### src/rtl/soc_sysinfo_pkg.sv
// Shared register offsets, parameter limits and byte-merge helper for soc_sysinfo.
package soc_sysinfo_pkg;

  localparam int unsigned REG_ID       = 0;
  localparam int unsigned REG_TS       = 1;
  localparam int unsigned REG_UP_LO    = 2;
  localparam int unsigned REG_UP_HI    = 3;
  localparam int unsigned REG_SCNT     = 4;
  localparam int unsigned REG_SCR_BASE = 8;

  localparam int unsigned ADDR_W_MIN      = 4;
  localparam int unsigned ADDR_W_MAX      = 8;
  localparam int unsigned RD_LAT_MIN      = 1;
  localparam int unsigned RD_LAT_MAX      = 3;
  localparam int unsigned NUM_SCRATCH_MAX = 8;

  function automatic logic [31:0] merge_bytes(input logic [31:0] old_val,
                                              input logic [31:0] new_val,
                                              input logic [3:0]  be);
    logic [31:0] res;
    res = old_val;
    for (int b = 0; b < 4; b++) begin
      if (be[b]) res[8*b +: 8] = new_val[8*b +: 8];
    end
    return res;
  endfunction

endpackage

### src/rtl/soc_sysinfo_rdpipe.sv
// Fixed-depth read-return pipeline; data is forced to zero on non-valid beats.
module soc_sysinfo_rdpipe #(
  parameter int unsigned DEPTH = 1
) (
  input  logic        clock,
  input  logic        reset_n,
  input  logic        in_valid,
  input  logic [31:0] in_data,
  output logic        out_valid,
  output logic [31:0] out_data
);

  logic [DEPTH-1:0]       vld_q;
  logic [DEPTH-1:0][31:0] dat_q;

  always_ff @(posedge clock) begin
    if (!reset_n) begin
      vld_q <= '0;
      dat_q <= '0;
    end else begin
      vld_q[0] <= in_valid;
      dat_q[0] <= in_valid ? in_data : 32'h0;
      for (int i = 1; i < int'(DEPTH); i++) begin
        vld_q[i] <= vld_q[i-1];
        dat_q[i] <= dat_q[i-1];
      end
    end
  end

  assign out_valid = vld_q[DEPTH-1];
  assign out_data  = dat_q[DEPTH-1];

endmodule

### src/rtl/soc_sysinfo.sv
// System information register block: IDs, scratch registers and an optional 64-bit uptime
// counter with HI snapshot (enabled by defining SOC_SYSINFO_UPTIME_EN).
module soc_sysinfo
  import soc_sysinfo_pkg::*;
#(
  parameter logic [31:0] SYSTEM_ID    = 32'h0000_0000,
  parameter logic [31:0] TIMESTAMP    = 32'd1668672546,
  parameter int unsigned ADDR_W       = 4,
  parameter int unsigned READ_LATENCY = 1,
  parameter int unsigned NUM_SCRATCH  = 4
) (
  input  logic              clock,
  input  logic              reset_n,
  input  logic [ADDR_W-1:0] address,
  input  logic              read,
  input  logic              write,
  input  logic [31:0]       writedata,
  input  logic [3:0]        byteenable,
  output logic [31:0]       readdata,
  output logic              readdatavalid
);

  // Out-of-range parameters are clamped to the supported limits.
  localparam int unsigned LAT  = (READ_LATENCY < RD_LAT_MIN) ? RD_LAT_MIN :
                                 (READ_LATENCY > RD_LAT_MAX) ? RD_LAT_MAX : READ_LATENCY;
  localparam int unsigned NSCR = (NUM_SCRATCH > NUM_SCRATCH_MAX) ? NUM_SCRATCH_MAX
                                                                 : NUM_SCRATCH;

  logic [31:0] addr_w;
  logic        scr_hit;
  logic [2:0]  scr_idx;
  logic [31:0] rd_data;

  assign addr_w  = 32'(address);
  assign scr_hit = (addr_w >= REG_SCR_BASE) && (addr_w < REG_SCR_BASE + NSCR);
  assign scr_idx = 3'(addr_w - REG_SCR_BASE);

  logic [NUM_SCRATCH_MAX-1:0][31:0] scr_q, scr_d;

  always_comb begin
    scr_d = scr_q;
    if (write && scr_hit) begin
      scr_d[scr_idx] = merge_bytes(scr_q[scr_idx], writedata, byteenable);
    end
  end

  always_ff @(posedge clock) begin
    if (!reset_n) begin
      scr_q <= '0;
    end else begin
      scr_q <= scr_d;
    end
  end

`ifdef SOC_SYSINFO_UPTIME_EN
  logic [63:0] cnt_q, cnt_d;
  logic [31:0] snap_q, snap_d;

  always_comb begin
    cnt_d  = (write && addr_w == REG_UP_LO) ? 64'h0 : cnt_q + 64'd1;
    // Snapshot the upper half in the same cycle the lower half is sampled.
    snap_d = (read && addr_w == REG_UP_LO) ? cnt_q[63:32] : snap_q;
  end

  always_ff @(posedge clock) begin
    if (!reset_n) begin
      cnt_q  <= '0;
      snap_q <= '0;
    end else begin
      cnt_q  <= cnt_d;
      snap_q <= snap_d;
    end
  end
`endif

  // Read value is taken from current state, so a same-cycle write is not yet visible.
  always_comb begin
    rd_data = 32'h0;
    case (addr_w)
      REG_ID:    rd_data = SYSTEM_ID;
      REG_TS:    rd_data = TIMESTAMP;
`ifdef SOC_SYSINFO_UPTIME_EN
      REG_UP_LO: rd_data = cnt_q[31:0];
      REG_UP_HI: rd_data = snap_q;
`endif
      REG_SCNT:  rd_data = 32'(NSCR);
      default: begin
        if (scr_hit) rd_data = scr_q[scr_idx];
      end
    endcase
  end

  soc_sysinfo_rdpipe #(
    .DEPTH(LAT)
  ) u_rdpipe (
    .clock    (clock),
    .reset_n  (reset_n),
    .in_valid (read),
    .in_data  (rd_data),
    .out_valid(readdatavalid),
    .out_data (readdata)
  );

endmodule

### config.mk
export PLATFORM = sky130hd
export DESIGN_NAME = soc_sysinfo
export DESIGN_NICKNAME = d
export VERILOG_FILES = /design/src/rtl/soc_sysinfo_pkg.sv /design/src/rtl/soc_sysinfo_rdpipe.sv /design/src/rtl/soc_sysinfo.sv
export SDC_FILE = /design/constraint.sdc
export NUM_CORES = 1
export LEC_CHECK = 0
export ABC_AREA = 1
export BUFFER_PORTS_ARGS = -buffer_cell sky130_fd_sc_hd__buf_2
export CAP_MARGIN = 20
export CORE_AREA = 2 2 181 183
export CTS_CLUSTER_SIZE = 10
export DETAILED_ROUTE_END_ITERATION = 12
export DIE_AREA = 0 0 183 185
export MAX_ROUTING_LAYER = met4
export PLACE_DENSITY_LB_ADDON = 0.3
export SLEW_MARGIN = 20
export SYNTH_ARGS = -nofsm -noshare
export SYNTH_HDL_FRONTEND = slang
export SYNTH_HIERARCHICAL = 1
export SYNTH_SLANG_ARGS = --single-unit
export TNS_END_PERCENT = 5
### constraint.sdc
create_clock -name clock -period 1.9 [get_ports clock]
set_input_delay 0.285 -clock clock [delete_from_list [all_inputs] [get_ports clock]]
set_output_delay 0.285 -clock clock [all_outputs]
set_load 0.005 [all_outputs]
* After elaboration in Yosys (flattened, before gate mapping)
Cells that the tools add are included. Widths: inputs -> output; s select.
Cells by class: add/subtract/negate cells 1, magnitude comparators 4, equality and inequality tests 2, mux-type cells 15, reduce and logical (&&, ||, !) cells 5
Operators with widths (number):
- $bwmux 256 | 1
- $bmux 32 s3 | 1
- $demux 32 s3 | 1
- $mux 32 | 3
- $pmux 32 s3 | 1
- $mux 8 | 8
- $logic_not 32->1 | 1
- $eq 4x1->1 const B | 1
- $eq 4x3->1 const B | 1
- $ge 4x4->1 const B | 1
- $lt 3x4->1 const B | 1
- $lt 4x4->1 const B | 1
- $ge 3x1->1 const B | 1
- $logic_and 1x1->1 | 3
- $sub 3x1->3 const B | 1
- $reduce_and 2->1 | 1
Word-level totals: register bits after elaboration 289, input port bits 44, output and inout port bits 33, logic and storage cells 37

* Longest topological paths before layout
depth in word-level cells 6, gate-level depth with buffers 11, mapped depth without buffers 8

* By module
Netlist, hierarchy kept.
By module, submodules not included:
- soc_sysinfo | times used 1, cells an instance 1770, area each 11634.9 sq um, sequential area each 5124.9 sq um
- soc_sysinfo_rdpipe | times used 1, cells an instance 102, area each 1017.2 sq um, sequential area each 660.6 sq um

* Worst setup path before layout
OpenSTA, ideal clock, no wires.
path type in2reg, start in address[0], end reg scr_q[52] in the netlist's numbering, setup time 128 ps, arrival time 1370 ps, required time 1772 ps, path slack 402 ps, cell stages on the path 11, path buffers 3, cells stage by stage buf_4 inv_2 buf_4 buf_2 nand2_1 nand3_1 nand2_1 nor2_1 nand2_1 nand2_2 a21oi_1
On the way: cells in the longest elaborated chain, start to end 6, elaborated cells between the ends (all ways) 15, classes of those cells add/sub: 1; order compare: 4; mux: 7; reduce/logical: 3
Ends and longest elaborated chain:
- start: declaration | RTL line soc_sysinfo.sv:14 | input logic [ADDR_W-1:0] address,
- $sub 3x1->3 | RTL line soc_sysinfo.sv:36 | assign scr_idx = 3'(addr_w - REG_SCR_BASE);
- $lt 3x4->1 (not written as such) (tied with other cells) | RTL line soc_sysinfo.sv:43 | scr_d[scr_idx] = merge_bytes(scr_q[scr_idx], writedata, byteenable);
- $logic_and 1x1->1 (not written as such) / $mux 32 (equally long branches) | RTL line soc_sysinfo.sv:43
- $mux 32 (not written as such) / $mux 8 (equally long branches) | RTL line soc_sysinfo.sv:43, soc_sysinfo_pkg.sv:23
- $demux 32 s3 / $mux 8 (equally long branches) | RTL line soc_sysinfo.sv:43, soc_sysinfo.sv:42
- $bwmux 256 | RTL line soc_sysinfo.sv:43
- end signal: assignment | RTL line soc_sysinfo.sv:51 | scr_q <= scr_d;
- end: declaration | RTL line soc_sysinfo.sv:38 | logic [NUM_SCRATCH_MAX-1:0][31:0] scr_q, scr_d;
Parallel ways exist; a longest one is shown, timed or not. The select of a mux whose other input is x is not followed. A chain may end at the register's enable or synchronous reset.

* Worst setup path in the final report
start in address[0], end reg scr_q[47] in the netlist's numbering
The elaborated chain is that of the path after synthesis.

==> impl_metrics.yaml <==
routing:
  post_drt_wl_per_cell_um: 13.2
  dr_wl_met3_um: 1380
  top_layer: "met4"
  wl_met1_um: 14500
  drtIter0Drc: 714
  routed_wl_um: 30800
  vias: 10700
  drc_errors: 0
  dr.pass1.iters: 5
  wl_met2_um: 14000
  drt.antenna.violating_nets: 0
  avgViaCountPerCell: 4.60
critical_path:
  endpoint_kind: "flip-flop"
  cp_common_cell: "nand2_1"
  critPathRequiredTime_ps: 2280
  crit_chain: "buf_4, inv_4, buf_4, nand2_1, nand3_1, nand2_1, nor2_1, nand2_1, nand2_2, a21oi_1"
  crit_slowest_cell: "buf_4"
  cp_max_fo: 16
  crit_type: "in -> reg"
  cpPeakStageDelay_ps: 290
  worstPathArrival_ps: 1750
  start_kind: "input pin"
cts:
  clockBufferDepth: 3
  cts_buffers: 35
  root_buffer: "clkbuf_16"
  clock-sinks: 289
  htreeDepth: 2
  cts_resized: 0
  cts_tree: "done"
  ctsHoldBuffers: 0
  clk_pin_slew_ps: 50
  clk_latency_ps: 510
  post_cts_buffers: 0
logic_synthesis:
  synth_top_family_by_area: "simple AND/OR/NAND/NOR gates"
  synth_warnings: 6
  avgSynthCellArea_um2: 6.76
  synth-seq-area-share_pct: 45.7
  synth_seq_cells: 289
  synth_cell_type_count: 21
  synth_xor_xnor_area_share_pct: 0
  synth_nets: 1916
  synthAdderAreaFrac_pct: 0
  synth_compound_gate_area_share_pct: 11.6
  synthesis.area_um2: 12700
  yosys.area_share.simple_pct: 25.5
  netlist_instances: 1872
  synthMuxAreaShare_pct: 0
sta:
  timing.final.crit_share_pct: 72.1
  fmax_mhz: 730
  holdWs_ps: 38.5
  maxSlewViolCount: 0
  period_needed_ps: 1370
  tightest_slew_ps: 654
  clock_skew_ps: 20.9
  slew_headroom_pct: 56.3
  hold_viol: 0
  setup_viol: 0
  timing.final.ws_setup_ps: 531
  rsz0062_at_grt: "false"
global_routing:
  grt_use_total_pct: 19.0
  antenna_found_initial: 0
  grt_first_pass_wirelength_um: 50200
  grt_max_degree: 109
  first_global_vias: 9959
  gr-total-overflow: 0
die:
  num_rows: 66
  initial_core_util_pct: 39.5
  die_y_um: 185
  pin_count: 77
  die_area_um2: 33900
  core-area_um2: 32000
  die_w_um: 183
finish:
  drive_gt1_share_pct: 12.1
  fin_area_um2: 14500
  antenna_cells: 0
  nets: 1962
  n_fill_cell: 3303
  syn2layout_area_growth_pct: 14.6
  layoutNonFillerInstCount: 2334
run:
  max-cap-violations: 0
place:
  portBuffers: 76
  placed_cell_area_um2: 13500
  pre_cts_ws_ps: -3.80
  globalplace.congestion: 0.813
  dpl.cell_count: 2289
  place_hpwl_um: 18900
status:
  status: "completed"
hold_path:
  hold_class: "in -> reg"
power_and_ir_drop:
  leakage_nw: 7.50
  total_power_w: 0.0130
  ir_drop_mv: 0.489
  power.density_nw_per_um2: 899
-- cells by family after synthesis --
kind of cell | after synthesis
simple gates | 749
buf+inv | 546
flops | 289
compound gates | 288
-- through the flow --
stage / TNS [ps] / utilization, %
floorplan: 0 / -
global placement: 0 / 42.2
detailed placement: -3.80 / 42.2
CTS: 0 / 45.2
global route: 0 / 45.2
finish: 0 / 45.2
-- power by group --
group	switching, W	total [W]	leakage (nW)	internal (W)
logic	0.000688	0.00103	4.70	0.000341
registers	0.0000256	0.00615	2.33	0.00612
clock network	0.00237	0.00585	0.472	0.00349
total	0.00308	0.0130	7.50	0.00995
-- path summary, 6_finish.rpt --
check,from,to,slack (ps),cells after the start
setup reg to reg,scr_q[239]$_SDFFE_PN0P_,scr_q[47]$_SDFFE_PN0P_,710,8
hold reg to reg,scr_q[199]$_SDFFE_PN0P_,scr_q[199]$_SDFFE_PN0P_,420,2
hold / removal,reset_n,scr_q[151]$_SDFFE_PN0P_,40,3
setup / recovery,address[0],scr_q[47]$_SDFFE_PN0P_,530,10
-- registers in the layout, summed over array words and instances (netlist names) --
signal              count
u_rdpipe/out_data      32
u_rdpipe/out_valid      1
scr_q                 256
-- cell usage after synthesis --
cell type,n,share of area [%]
nand2_4,1,0.089
buf_1,4,0.12
nand2_1,511,15
dfxtp_1,289,46
a21oi_2,6,0.42
a21oi_1,122,4.8
nand3_1,130,5.1
buf_6,5,0.44
nor2_1,35,1.0
nor3_4,4,0.51
or2_2,32,1.6
nand2_2,3,0.15
inv_1,441,13
o21ai_1,6,0.24
o21ai_0,154,6.1
buf_2,42,1.7
nor2_2,29,1.4
buf_4,11,0.65
nor2_4,4,0.36
inv_2,2,0.059
clkbuf_1,41,1.2
-- cells in the final DEF (no fill, tap or decap), types with 6 or more instances in the layout --
cell type	netlist	final
a21oi_1	122	122
a21oi_2	6	6
buf_12	0	18
buf_2	42	74
buf_4	11	19
clkbuf_16	0	35
dfxtp_1	289	289
inv_1	441	441
nand2_1	511	511
nand3_1	130	130
nor2_1	35	35
nor2_2	29	29
o21ai_0	154	154
o21ai_1	6	6
or2_2	32	32
-- final cells by class --
type	count	area (µm²)	area share, %
clock buffer	41	908	6.27
clock inverter	4	56.3	0.388
inverter	443	1670	11.5
multi-input combinational	1037	4690	32.3
sequential	289	5790	39.9
tap	408	510	3.52
timing repair buffer	112	885	6.10
-- worst max-delay path: cells and delay by family --
kind,cells,cell delay [ps]
buf+inv,3,730
compound gates,1,100
simple gates,6,630
-- routing by layer --
layer	global-route usage [%]	vias up
li1	-	5640
met5	-	-
met3	2.83	62
met2	31.1	217
met1	24.0	4806
met4	6.46	0
(Power assumes the default switching activity.)
